--- config.mk ---
export PLATFORM = sky130hd
export DESIGN_NAME = axi_lite_cnn_ctrl_regs
export DESIGN_NICKNAME = d
export VERILOG_FILES = /design/src/rtl/axi_lite_cnn_ctrl_regs.sv
export SDC_FILE = /design/constraint.sdc
export NUM_CORES = 1
export LEC_CHECK = 0
export CELL_PAD_IN_SITES_DETAIL_PLACEMENT = 0
export CELL_PAD_IN_SITES_GLOBAL_PLACEMENT = 1
export CORE_MARGIN = 4
export CORE_UTILIZATION = 47
export DETAILED_ROUTE_END_ITERATION = 16
export DONT_BUFFER_PORTS = 1
export HOLD_SLACK_MARGIN = 0.12
export PLACE_DENSITY = 0.78
export SLEW_MARGIN = 20
export SYNTH_ARGS = -nofsm -noshare
export SYNTH_HDL_FRONTEND = slang
export SYNTH_SLANG_ARGS = --single-unit
--- constraint.sdc ---
create_clock -name aclk -period 2.7 [get_ports aclk]
set_input_delay 0 -clock aclk [delete_from_list [all_inputs] [get_ports aclk]]
set_output_delay 0 -clock aclk [all_outputs]
set_load 0.005 [all_outputs]
--- src/rtl/axi_lite_cnn_ctrl_regs.sv ---
// AXI4-Lite control/status register bank for the CNN accelerator core.
// Optional IRQ support is compiled in with `define CNN_CTRL_IRQ_EN.
module axi_lite_cnn_ctrl_regs #(
  parameter int          ADDR_W  = 5,
  parameter int          DATA_W  = 32,
  parameter logic [31:0] VERSION = 32'h0001_0000
) (
  input  logic                aclk,
  input  logic                areset,
  input  logic [ADDR_W-1:0]   s_awaddr,
  input  logic                s_awvalid,
  output logic                s_awready,
  input  logic [DATA_W-1:0]   s_wdata,
  input  logic [DATA_W/8-1:0] s_wstrb,
  input  logic                s_wvalid,
  output logic                s_wready,
  output logic [1:0]          s_bresp,
  output logic                s_bvalid,
  input  logic                s_bready,
  input  logic [ADDR_W-1:0]   s_araddr,
  input  logic                s_arvalid,
  output logic                s_arready,
  output logic [DATA_W-1:0]   s_rdata,
  output logic [1:0]          s_rresp,
  output logic                s_rvalid,
  input  logic                s_rready,
  output logic                acc_start,
  output logic [DATA_W-1:0]   acc_ifm_addr,
  output logic [DATA_W-1:0]   acc_wgt_addr,
  output logic [DATA_W-1:0]   acc_ofm_addr,
  output logic [DATA_W-1:0]   acc_layer_cfg,
  input  logic                acc_busy,
  input  logic                acc_done,
  output logic                irq
);

  typedef enum logic [1:0] {W_IDLE, W_HAVE_AW, W_HAVE_W, W_RESP} wstate_e;
  typedef enum logic {R_IDLE, R_DATA} rstate_e;

  wstate_e               wstate_q, wstate_d;
  rstate_e               rstate_q, rstate_d;
  logic                  ready_en_q;
  logic [2:0]            awaddr_q;
  logic [DATA_W-1:0]     wdata_q;
  logic [DATA_W/8-1:0]   wstrb_q;
  logic [1:0]            bresp_q;
  logic [DATA_W-1:0]     rdata_q, rd_data;
  logic [DATA_W-1:0]     ifm_q, wgt_q, ofm_q, cfg_q;
  logic                  done_q, start_q;
  logic                  irqen_rd, irqstat_rd;

  logic                  aw_hs, w_hs, ar_hs, wr_en, wr_ro, start_wr;
  logic [2:0]            wr_idx;
  logic [DATA_W-1:0]     wr_data, wr_mask;
  logic [DATA_W/8-1:0]   wr_strb;
  logic                  unused_addr;

  assign unused_addr = ^{s_awaddr, s_araddr};

  assign s_awready = ready_en_q & ((wstate_q == W_IDLE) | (wstate_q == W_HAVE_W));
  assign s_wready  = ready_en_q & ((wstate_q == W_IDLE) | (wstate_q == W_HAVE_AW));
  assign s_bvalid  = (wstate_q == W_RESP);
  assign s_bresp   = bresp_q;
  assign s_arready = ready_en_q & (rstate_q == R_IDLE);
  assign s_rvalid  = (rstate_q == R_DATA);
  assign s_rdata   = rdata_q;
  assign s_rresp   = 2'b00;

  assign aw_hs = s_awvalid & s_awready;
  assign w_hs  = s_wvalid & s_wready;
  assign ar_hs = s_arvalid & s_arready;

  // The write is committed on whichever edge completes the second of AW/W,
  // mixing the freshly presented channel with the one latched earlier.
  always_comb begin
    wstate_d = wstate_q;
    wr_en    = 1'b0;
    wr_idx   = s_awaddr[4:2];
    wr_data  = s_wdata;
    wr_strb  = s_wstrb;
    case (wstate_q)
      W_IDLE: begin
        if (aw_hs && w_hs) begin
          wr_en    = 1'b1;
          wstate_d = W_RESP;
        end else if (aw_hs) begin
          wstate_d = W_HAVE_AW;
        end else if (w_hs) begin
          wstate_d = W_HAVE_W;
        end
      end
      W_HAVE_AW: begin
        wr_idx = awaddr_q;
        if (w_hs) begin
          wr_en    = 1'b1;
          wstate_d = W_RESP;
        end
      end
      W_HAVE_W: begin
        wr_data = wdata_q;
        wr_strb = wstrb_q;
        if (aw_hs) begin
          wr_en    = 1'b1;
          wstate_d = W_RESP;
        end
      end
      W_RESP: begin
        if (s_bready) wstate_d = W_IDLE;
      end
      default: wstate_d = W_IDLE;
    endcase
  end

  always_comb begin
    rstate_d = rstate_q;
    case (rstate_q)
      R_IDLE:  if (ar_hs) rstate_d = R_DATA;
      R_DATA:  if (s_rready) rstate_d = R_IDLE;
      default: rstate_d = R_IDLE;
    endcase
  end

  assign wr_mask  = {{8{wr_strb[3]}}, {8{wr_strb[2]}}, {8{wr_strb[1]}}, {8{wr_strb[0]}}};
  assign wr_ro    = (wr_idx == 3'd1) || (wr_idx == 3'd7);
  assign start_wr = wr_en && (wr_idx == 3'd0) && wr_strb[0] && wr_data[0];

  always_comb begin
    rd_data = '0;
    case (s_araddr[4:2])
      3'd0: rd_data = {{(DATA_W-2){1'b0}}, irqen_rd, 1'b0};
      3'd1: rd_data = {{(DATA_W-2){1'b0}}, done_q, acc_busy};
      3'd2: rd_data = ifm_q;
      3'd3: rd_data = wgt_q;
      3'd4: rd_data = ofm_q;
      3'd5: rd_data = cfg_q;
      3'd6: rd_data = {{(DATA_W-1){1'b0}}, irqstat_rd};
      3'd7: rd_data = VERSION;
      default: rd_data = '0;
    endcase
  end

  always_ff @(posedge aclk) begin
    if (areset) begin
      wstate_q   <= W_IDLE;
      rstate_q   <= R_IDLE;
      ready_en_q <= 1'b0;
      awaddr_q   <= '0;
      wdata_q    <= '0;
      wstrb_q    <= '0;
      bresp_q    <= '0;
      rdata_q    <= '0;
      ifm_q      <= '0;
      wgt_q      <= '0;
      ofm_q      <= '0;
      cfg_q      <= '0;
      done_q     <= 1'b0;
      start_q    <= 1'b0;
    end else begin
      wstate_q   <= wstate_d;
      rstate_q   <= rstate_d;
      ready_en_q <= 1'b1;
      start_q    <= start_wr;
      if (aw_hs) awaddr_q <= s_awaddr[4:2];
      if (w_hs) begin
        wdata_q <= s_wdata;
        wstrb_q <= s_wstrb;
      end
      if (wr_en) begin
        bresp_q <= wr_ro ? 2'b10 : 2'b00;
        case (wr_idx)
          3'd2: ifm_q <= (ifm_q & ~wr_mask) | (wr_data & wr_mask);
          3'd3: wgt_q <= (wgt_q & ~wr_mask) | (wr_data & wr_mask);
          3'd4: ofm_q <= (ofm_q & ~wr_mask) | (wr_data & wr_mask);
          3'd5: cfg_q <= (cfg_q & ~wr_mask) | (wr_data & wr_mask);
          default: ;
        endcase
      end
      if (start_wr)      done_q <= 1'b0;
      else if (acc_done) done_q <= 1'b1;
      if (ar_hs) rdata_q <= rd_data;
    end
  end

`ifdef CNN_CTRL_IRQ_EN
  logic irqen_q, irqstat_q, irq_q, irq_clr;

  assign irq_clr    = wr_en && (wr_idx == 3'd6) && wr_strb[0] && wr_data[0];
  assign irqen_rd   = irqen_q;
  assign irqstat_rd = irqstat_q;
  assign irq        = irq_q;

  always_ff @(posedge aclk) begin
    if (areset) begin
      irqen_q   <= 1'b0;
      irqstat_q <= 1'b0;
      irq_q     <= 1'b0;
    end else begin
      if (wr_en && (wr_idx == 3'd0) && wr_strb[0]) irqen_q <= wr_data[1];
      if (acc_done)     irqstat_q <= 1'b1;
      else if (irq_clr) irqstat_q <= 1'b0;
      irq_q <= irqstat_q & irqen_q;
    end
  end
`else
  assign irqen_rd   = 1'b0;
  assign irqstat_rd = 1'b0;
  assign irq        = 1'b0;
`endif

  assign acc_start     = start_q;
  assign acc_ifm_addr  = ifm_q;
  assign acc_wgt_addr  = wgt_q;
  assign acc_ofm_addr  = ofm_q;
  assign acc_layer_cfg = cfg_q;

endmodule

# Word level (Yosys, flattened, before mapping)
# Cells that the tools add are included.
dict set report op_classes {
  addsub 0
  mul 0
  div_mod_pow 0
  magnitude_cmp 0
  n_eq_ne 20
  n_shift 0
  muxes 20
  bitwise 19
  reduce_logical 15
}
# cell n
set op_table {}
lappend op_table {{$pmux W32 S7} 1}
lappend op_table {{$and A32 B32 Y32} 5}
lappend op_table {{$or A32 B32 Y32} 4}
lappend op_table {{$mux W32} 1}
lappend op_table {{$not A32 Y32} 1}
lappend op_table {{$eq A3 B3 Y1 const B} 7}
lappend op_table {{$mux W2} 7}
lappend op_table {{$eq A3 B2 Y1 const B} 4}
lappend op_table {{$pmux W2 S4} 1}
lappend op_table {{$reduce_and A2 Y1} 4}
lappend op_table {{$and A1 B1 Y1} 6}
lappend op_table {{$eq A3 B1 Y1 const B} 2}
lappend op_table {{$logic_not A3 Y1} 2}
lappend op_table {{$mux W1} 6}
lappend op_table {{$eq A2 B2 Y1 const B} 2}
lappend op_table {{$logic_and A1 B1 Y1} 4}
lappend op_table {{$mux W4} 1}
lappend op_table {{$ne A2 B2 Y1 const B} 2}
lappend op_table {{$ne A4 B3 Y1 const B} 1}
lappend op_table {{$reduce_and A4 Y1} 1}
lappend op_table {{$reduce_or A2 Y1} 2}
lappend op_table {{$mux W3} 1}
lappend op_table {{$pmux W1 S3} 1}
lappend op_table {{$eq A2 B1 Y1 const B} 1}
lappend op_table {{other kinds (6)} 7}
dict set report totals {
  reg_bits 207
  latchBits 0
  ramBits 0
  rom_bits 0
  in_bits 55
  out_inout_bits 171
  elab_cells 88
  n_memories 0
}

# Logic depth before layout (Yosys ltp)
# Gate-level depths: netlist of run 1.
dict set report depth {
  ltp_word 11
  mapped_depth 10
  depth_no_buf 7
}

# Worst setup path after synthesis of run 1
# Ideal clock, no wire load.
dict set report synth_path {
  path_type {reg-to-reg}
  from {register wstate_q[1]}
  to {register with a tool-made name}
  setup_ns 0.148
  t_arrival_ns 1.941
  required_time_ns 2.552
  path_slack_ns 0.611
  stages_incl_launch_ff 10
  path_buffers 3
  synth_period_minus_slack_ns 2.089
  cell_sequence {dfxtp_1 > inv_1 > ha_1 > buf_2 > buf_2 > nor4b_2 > a31oi_1 > nor3b_4 > clkbuf_1 > a221oi_1}
}
# element line
set synth_rtl {}
lappend synth_rtl {{start, declared} 40} ;# wstate_e wstate_q, wstate_d;
lappend synth_rtl {{start signal, assigned} 159} ;# wstate_q <= wstate_d;

# Worst setup path in the final report of run 1
dict set report layout_path {
  from {register wstate_q[1]}
  to {register wdata_q[20]}
}
dict set report layout_between {
  elab_chain_len 4
  word_cells_on_any_way 5
  cone_classes {eq/ne (1); bitwise (3); reduce/logical (1)}
}
# element line
set layout_lines {}
lappend layout_lines {{$eq A2 B1 Y1 or $logic_not A2 Y1 (tied branches)} 61} ;# assign s_wready = ready_en_q & ((wstate_q == W_IDLE) | (wstate_q == W_HAVE_AW));
lappend layout_lines {{$or A1 B1 Y1 *} 61}
lappend layout_lines {{$and A1 B1 Y1 *} 61}
lappend layout_lines {{via s_wready} 16} ;# output logic s_wready,
lappend layout_lines {{$and A1 B1 Y1 *} 70} ;# assign w_hs = s_wvalid & s_wready;
lappend layout_lines {{end signal, assigned} 165} ;# wdata_q <= s_wdata;
lappend layout_lines {{end, declared} 44} ;# logic [DATA_W-1:0] wdata_q;
# The timed path passes the listed nets; every way through them passes the cells marked *.
# A chain may end at the register's enable or synchronous reset.

==> flow_summary.ini, run 1 <==
[setup_path]
crit_top_cell = and2_1
crit_buf_inv = 3
start_kind = flip-flop
worstPathArrival_ns = 2.98
crit_chain = inv_1, ha_2, or2_2, and2_1, and2_1, buf_8, nand2_1, a21oi_1, dlygate4sd3_1
r2r_start = wstate_q[1]
r2r_setup_slack_ns = 0.10
required_ns = 3.08
crit_family = buffers and inverters
path_class = reg -> reg
reg2regPathDepth = 9
cp_num_cells = 9
end_kind = flip-flop
r2r-end = wdata_q[20]
cp_max_fo = 36
critPathMaxStageDelay_ns = 0.62
cp_slowest_cell = dlygate4sd3_1

[die]
num_rows = 49
die_w_um = 143.7
start_util = 0.4799
die_area_mm2 = 0.02064
fp.coreArea_mm2 = 0.01802
num_io_pins = 226
die_h_um = 143.7

[place]
place.port_buffers = 0
dp_cells = 1188
place_ws_ns = -0.2000
place_area_mm2 = 0.009065
gp_congestion = 0.8012
hpwl_mm = 17.73

[routing]
ant_nets = 0
vias = 7912
drc = 0
avgRoutedWirePerCell_um = 21.19
drt_wl_total_mm = 28.67
drtIter0Drc = 499
wl_met1_mm = 11.89
dr_wl_met3_mm = 2.750
firstDrtPassIters = 7
wl_met2_mm = 13.39
viasPerCell = 5.848
highest-signal-layer = met5

[final_layout]
nFillCells = 1587
finalNonFillerCells = 1353
antennaDiodeCount = 0
final_nets = 1169
fin_area_mm2 = 0.01107
layout-drive-gt1-share = 0.1148
fin_util = 0.6139
synthToLayoutAreaGrowth_pct = 27.93

[synthesis]
yosys.area.top_type = dfxtp_1
synth_edf_count = 0
synth-seq-area-share = 0.4768
synth_cell_types = 46
mappedNetlistArea_mm2 = 0.008650
yosys_warnings = 0
yosys.area.top_type_share = 0.4768
synth.avg_cell_area_um2 = 8.835
ys_top_cells_by_area = dfxtp_1, a221oi_1, a21oi_1
synth-seq-cells = 206
synth_cells = 979
synthFlopType = dfxtp_1
synthArstFlopShare = 0

[power_and_ir_drop]
intPower_mw = 5.498
power.density_mw_per_mm2 = 697.7
clkPwrFrac = 0.383
p_total_mw = 7.721
vdd_drop_max_uv = 534.5
p_leak_nw = 3.946
switchingPower_mw = 2.223
power_frac_seq = 0.426
sw_frac_of_total = 0.2879
p_comb_frac = 0.191

[sta]
post-route-min-period_ns = 2.595
tightestPinTransition_ns = 1.073
setup_viol = 0
setup_slack_ns = 0.1045
rsz0062_at_grt = false
drv_slew = 0
finalHoldViolations = 0
finalSetupTns_ns = 0
fmax_mhz = 385.3
fin_hold_ws_ns = 0.1284
max_slew_margin = 0.2824
min_period_over_period = 0.9613
finalClockSkew_ns = 0.01546

[global_route]
antenna_found_initial = 1
grt_start_max_net_pins = 154
grt_first_pass_wirelength_mm = 43.57
grt_pass1_vias = 7591
gr-total-overflow = 0
gr-usage-all-layers = 0.2669

[clock_network]
cts_buffer_depth = 3
cts_buffers = 23
clkTransAtPathRegs_ns = 0.06
cts_sinks = 206
cts_tree = done
clockRootBuffer = clkbuf_16
clock_latency_ns = 0.50
htree_levels = 1

[outcome]
outcome = finished, final reports clean

[worst_hold_path]
hold_path_class = in -> reg
min_from = s_wstrb[1]
worstHoldPathCells = 3

[flow_run]
maxCapViolCount = 0
## cell type report
class | count | area [um2] | share of cell area
Tap cell | 229 | 286.5 | 0.02589
Inverter | 102 | 382.9 | 0.03460
Sequential cell | 206 | 4124 | 0.3727
Multi-Input combinational cell | 597 | 3855 | 0.3484
Clock buffer | 32 | 659.4 | 0.05959
Timing Repair Buffer | 179 | 1712 | 0.1547
Clock inverter | 8 | 46.29 | 0.004184
## layer usage
layer,track usage,vias up
li1,-,3789
met1,0.3492,3768
met2,0.4310,311
met3,0.08286,42
met4,0.07037,2
met5,0,-
## repair_timing
action / CTS / global route
buffers inserted: 4 / 6
hold endpoints to repair: 206 / 4
endpoints found under the setup margin: 24 / 94
hold buffers: 113 / 1
pin swaps: 3 / 4
resized for setup: 1 / 9
cloned: 1 / 0
## cells in the mapped netlist (2+ instances only)
master      n
nor3_1      3
nor2b_1    29
clkbuf_1   57
nor3b_1     5
nor3_2      2
mux2_2      4
nor3_4      2
a21oi_1    99
buf_4       6
dfxtp_1   206
mux2i_1    18
and2_1      2
nand2_2     3
ha_1        5
buf_2      10
nor4b_4     2
a221o_1     2
a22oi_1    58
xnor2_1     2
and3b_1     3
nand3_1     6
a211oi_1   58
nor2_1     71
a311oi_1    2
buf_1       4
inv_1     102
nand2_1    93
nor3b_4     2
a31oi_1     4
a221oi_1   96
nand2b_1    3
o21ai_0     6
## worst max path at each step
stage | endpoint | start
after floorplan | flip-flop | wstate_q[1]
after global placement | flip-flop | wstate_q[1]
after detailed placement | flip-flop | wstate_q[1]
after CTS | flip-flop | wstate_q[1]
after global routing | wdata_q[20] | wstate_q[1]
final | wdata_q[20] | wstate_q[1]
## power groups by stage
stage	clock network, mW	logic, mW	registers [mW]
4_1_cts	3.00	1.42	3.28
3_3_place_gp	0	1.18	3.35
2_1_floorplan	0	0.850	3.31
6_report	2.96	1.48	3.29
5_1_grt	3.13	1.60	3.30
3_5_place_dp	0	1.19	3.35
## worst reg2reg max path: cells and delay by family, from the launching register on
kind	cells	cell delay [ns]
AO/OA/AOI/OAI	1	0.07
AND/OR/NAND/NOR	4	0.86
adder cells (fa/ha/maj)	1	0.27
flip-flops	1	0.38
buffers and inverters	3	0.91
## cells in the final DEF, fill, tap and decap left out, types with 3 or more instances in the layout
master and n:
nand2_1 91, dlygate4sd3_1 112, nand2b_1 3, a21oi_1 99
mux2_2 4, clkinv_2 7, nor3b_1 3, buf_4 59
nand3_1 6, clkbuf_16 23, o21ai_0 6, a221oi_1 96
and3b_1 3, buf_12 5, a211oi_1 58, inv_1 102
ha_1 3, nor2_1 71, clkbuf_1 4, nor3_2 3
nor2b_1 29, a22oi_1 58, a31oi_1 3, nor3_1 3
mux2i_1 18, nand2_2 5, conb_1 4, dfxtp_1 206
clkbuf_8 5
## kinds of logic (layout without fill, tap and decap cells)
group,count (synthesis),in the layout,share of synthesized area
compound gates,330,330,0.2709
xor+xnor,2,2,0.002026
fa+ha+maj,5,5,0.007233
buf+inv,180,321,0.08303
flops,206,206,0.4768
mux,22,22,0.02604
other cells,1,4,0.0004335
simple gates,233,234,0.1335
(Power assumes the default switching activity.)
==> run 2, diff against run 1 <==
- CORE_UTILIZATION: 47 -> 42
- PLACE_DENSITY: 0.78 -> 0.74
- clock period: 2.7 -> 2.2 ns (I/O delays scaled with it)
==> run 2 against run 1 <==
Against the previous run:
- the run now ends with hold timing left
- total power up 23%
- die area is 11% higher
- first-iteration DRC count rose by 14%
- flip-flop and latch count is the same
- routed wire length fell by 1.5%
- sequential power is 22% higher
- setup slack better by 0.019 ns
- global-route usage fell by 3.8 points
- core utilization decreased by 7.4 points
- largest cell class unchanged
- largest power group unchanged
- highest routed layer is now met4
==> flow_summary.ini, run 2 (same netlist as run 1, synthesis figures left out) <==
[sta]
max_slew_margin = 0.5971
finalHoldViolations = 172
tightestPinTransition_ns = 0.6044
drv_slew = 0
min_period_over_period = 0.9437
finalClockSkew_ns = 0.01851
setup_viol = 0
fin_hold_ws_ns = -0.4235
post-route-min-period_ns = 2.076
finalSetupTns_ns = 0
fmax_mhz = 481.7

[global_route]
grt_start_max_net_pins = 207
grt_first_pass_wirelength_mm = 41.48
gr-usage-all-layers = 0.2289
grt_pass1_vias = 7131
gr-total-overflow = 0
antenna_found_initial = 0

[clock_network]
cts_buffer_depth = 3
cts_tree = done
clkTransAtPathRegs_ns = 0.06
clockRootBuffer = clkbuf_16
clock_latency_ns = 0.52
htree_levels = 1
cts_sinks = 206
cts_buffers = 23

[power_and_ir_drop]
vdd_drop_max_uv = 572.1
power.density_mw_per_mm2 = 865.3
p_leak_nw = 3.747

[final_layout]
layout-drive-gt1-share = 0.1367
mostFrequentLayoutCell = dfxtp_1
final_cell_mix = dfxtp_1, inv_1, a21oi_1
nFillCells = 1882
synthToLayoutAreaGrowth_pct = 26.40
antennaDiodeCount = 0
finalNonFillerCells = 1353
final_nets = 1129

[routing]
drtIter0Drc = 570
ant_nets = 0
drt_wl_total_mm = 28.24
vias = 7690
viasPerCell = 5.684
firstDrtPassIters = 5
drc = 0
avgRoutedWirePerCell_um = 20.87

[setup_path]
worstPathArrival_ns = 2.49
cp_max_fo = 14
path_class = reg -> reg
r2r_start = wstate_q[0]
critPathMaxStageDelay_ns = 0.39
r2r_setup_slack_ns = 0.12
crit_start = wstate_q[0]
required_ns = 2.62
start_kind = flip-flop
crit_chain = inv_1, ha_2, buf_6, mux2_2, nor4b_4, buf_4, clkbuf_16, a211oi_1
cp_slowest_cell = mux2_2
reg2regPathDepth = 8
end_kind = flip-flop

[outcome]
violations = hold timing
outcome = complete, but fails checks

[die]
num_rows = 52
die_h_um = 151.5
start_util = 0.4275
fp.coreArea_mm2 = 0.02023
die_area_mm2 = 0.02295
num_io_pins = 226
die_w_um = 151.5

[place]
place.port_buffers = 0
gp_congestion = 0.8129
dp_cells = 1240
hpwl_mm = 18.60

[flow_run]
maxCapViolCount = 0

[worst_hold_path]
hold_path_class = in -> reg
min_from = areset
worstHoldPathCells = 1
[run 2: power by group]
part           switching, mW  internal, mW
Combinational          0.973         0.758
Clock                   1.53          2.17
Sequential             0.136          3.90
Total                   2.64          6.82
[run 2: metrics by stage]
| step | power [mW] | hold slack (ns) | util | setup WS [ns] | instance area, um2 |
|---|---|---|---|---|---|
| 3_5_place_dp | 5.704 | 0.09103 | 0.4615 | -0.02629 | 9338 |
| 2_1_floorplan | 5.111 | 0.1360 | - | 0.1114 | 8661 |
| 5_1_grt | 9.867 | -0.4443 | 0.5403 | -0.001355 | 10930 |
| 3_3_place_gp | 5.680 | 0.08818 | 0.4615 | 0.01676 | 9338 |
| 6_report | 9.461 | -0.4235 | 0.5403 | 0.1238 | 10930 |
| 4_1_cts | 9.424 | -0.4526 | 0.5155 | 0.04072 | 10430 |
[run 2: area by class of cell]
class / count / area, um2 / area share
clock buffers: 36 / 694.4 / 0.06352
clock inverters: 3 / 30.03 / 0.002747
inverters: 102 / 382.9 / 0.03502
multi-input cells: 596 / 3940 / 0.3604
flip-flops and latches: 206 / 4125 / 0.3773
well taps: 270 / 337.8 / 0.03090
repair buffers: 140 / 1423 / 0.1301
[run 2: repair_timing]
item / CTS / global route
buffers inserted: 0 / 1
hold endpoints to repair: 206 / 176
pin swaps: 0 / 3
gates resized for setup: 3 / 28
setup endpoints to repair: 21 / 119
cloned: 0 / 1
hold buffers: 36 / 36
[run 2: worst min-delay path by stage]
stage | endpoint | slack (ns)
finish | flip-flop | -0.42
global route | wdata_q[13] | -0.44
CTS | wdata_q[9] | -0.45
detailed placement | s_rdata[9] | 0.09
global placement | s_rdata[10] | 0.09
floorplan | wstrb_q[3] | 0.14
[run 2: routing by layer]
| layer | vias up | part of all wire | track usage | wire length, um |
|---|---|---|---|---|
| met3 | 28 | 0.10 | 0.08269 | 2916 |
| li1 | 3696 | - | - | - |
| met1 | 3702 | 0.41 | 0.2905 | 11600 |
| met4 | 0 | 0.017 | 0.05166 | 471 |
| met5 | - | 0 | 0 | 0 |
| met2 | 264 | 0.47 | 0.3750 | 13250 |
[run 2: worst max-delay path, delay by kind of cell (launching register included)]
kind | cells | cell delay (ns)
mux | 1 | 0.39
fa+ha+maj | 1 | 0.23
buf+inv | 4 | 0.63
compound gates | 1 | 0.24
simple gates | 1 | 0.15
flops | 1 | 0.34
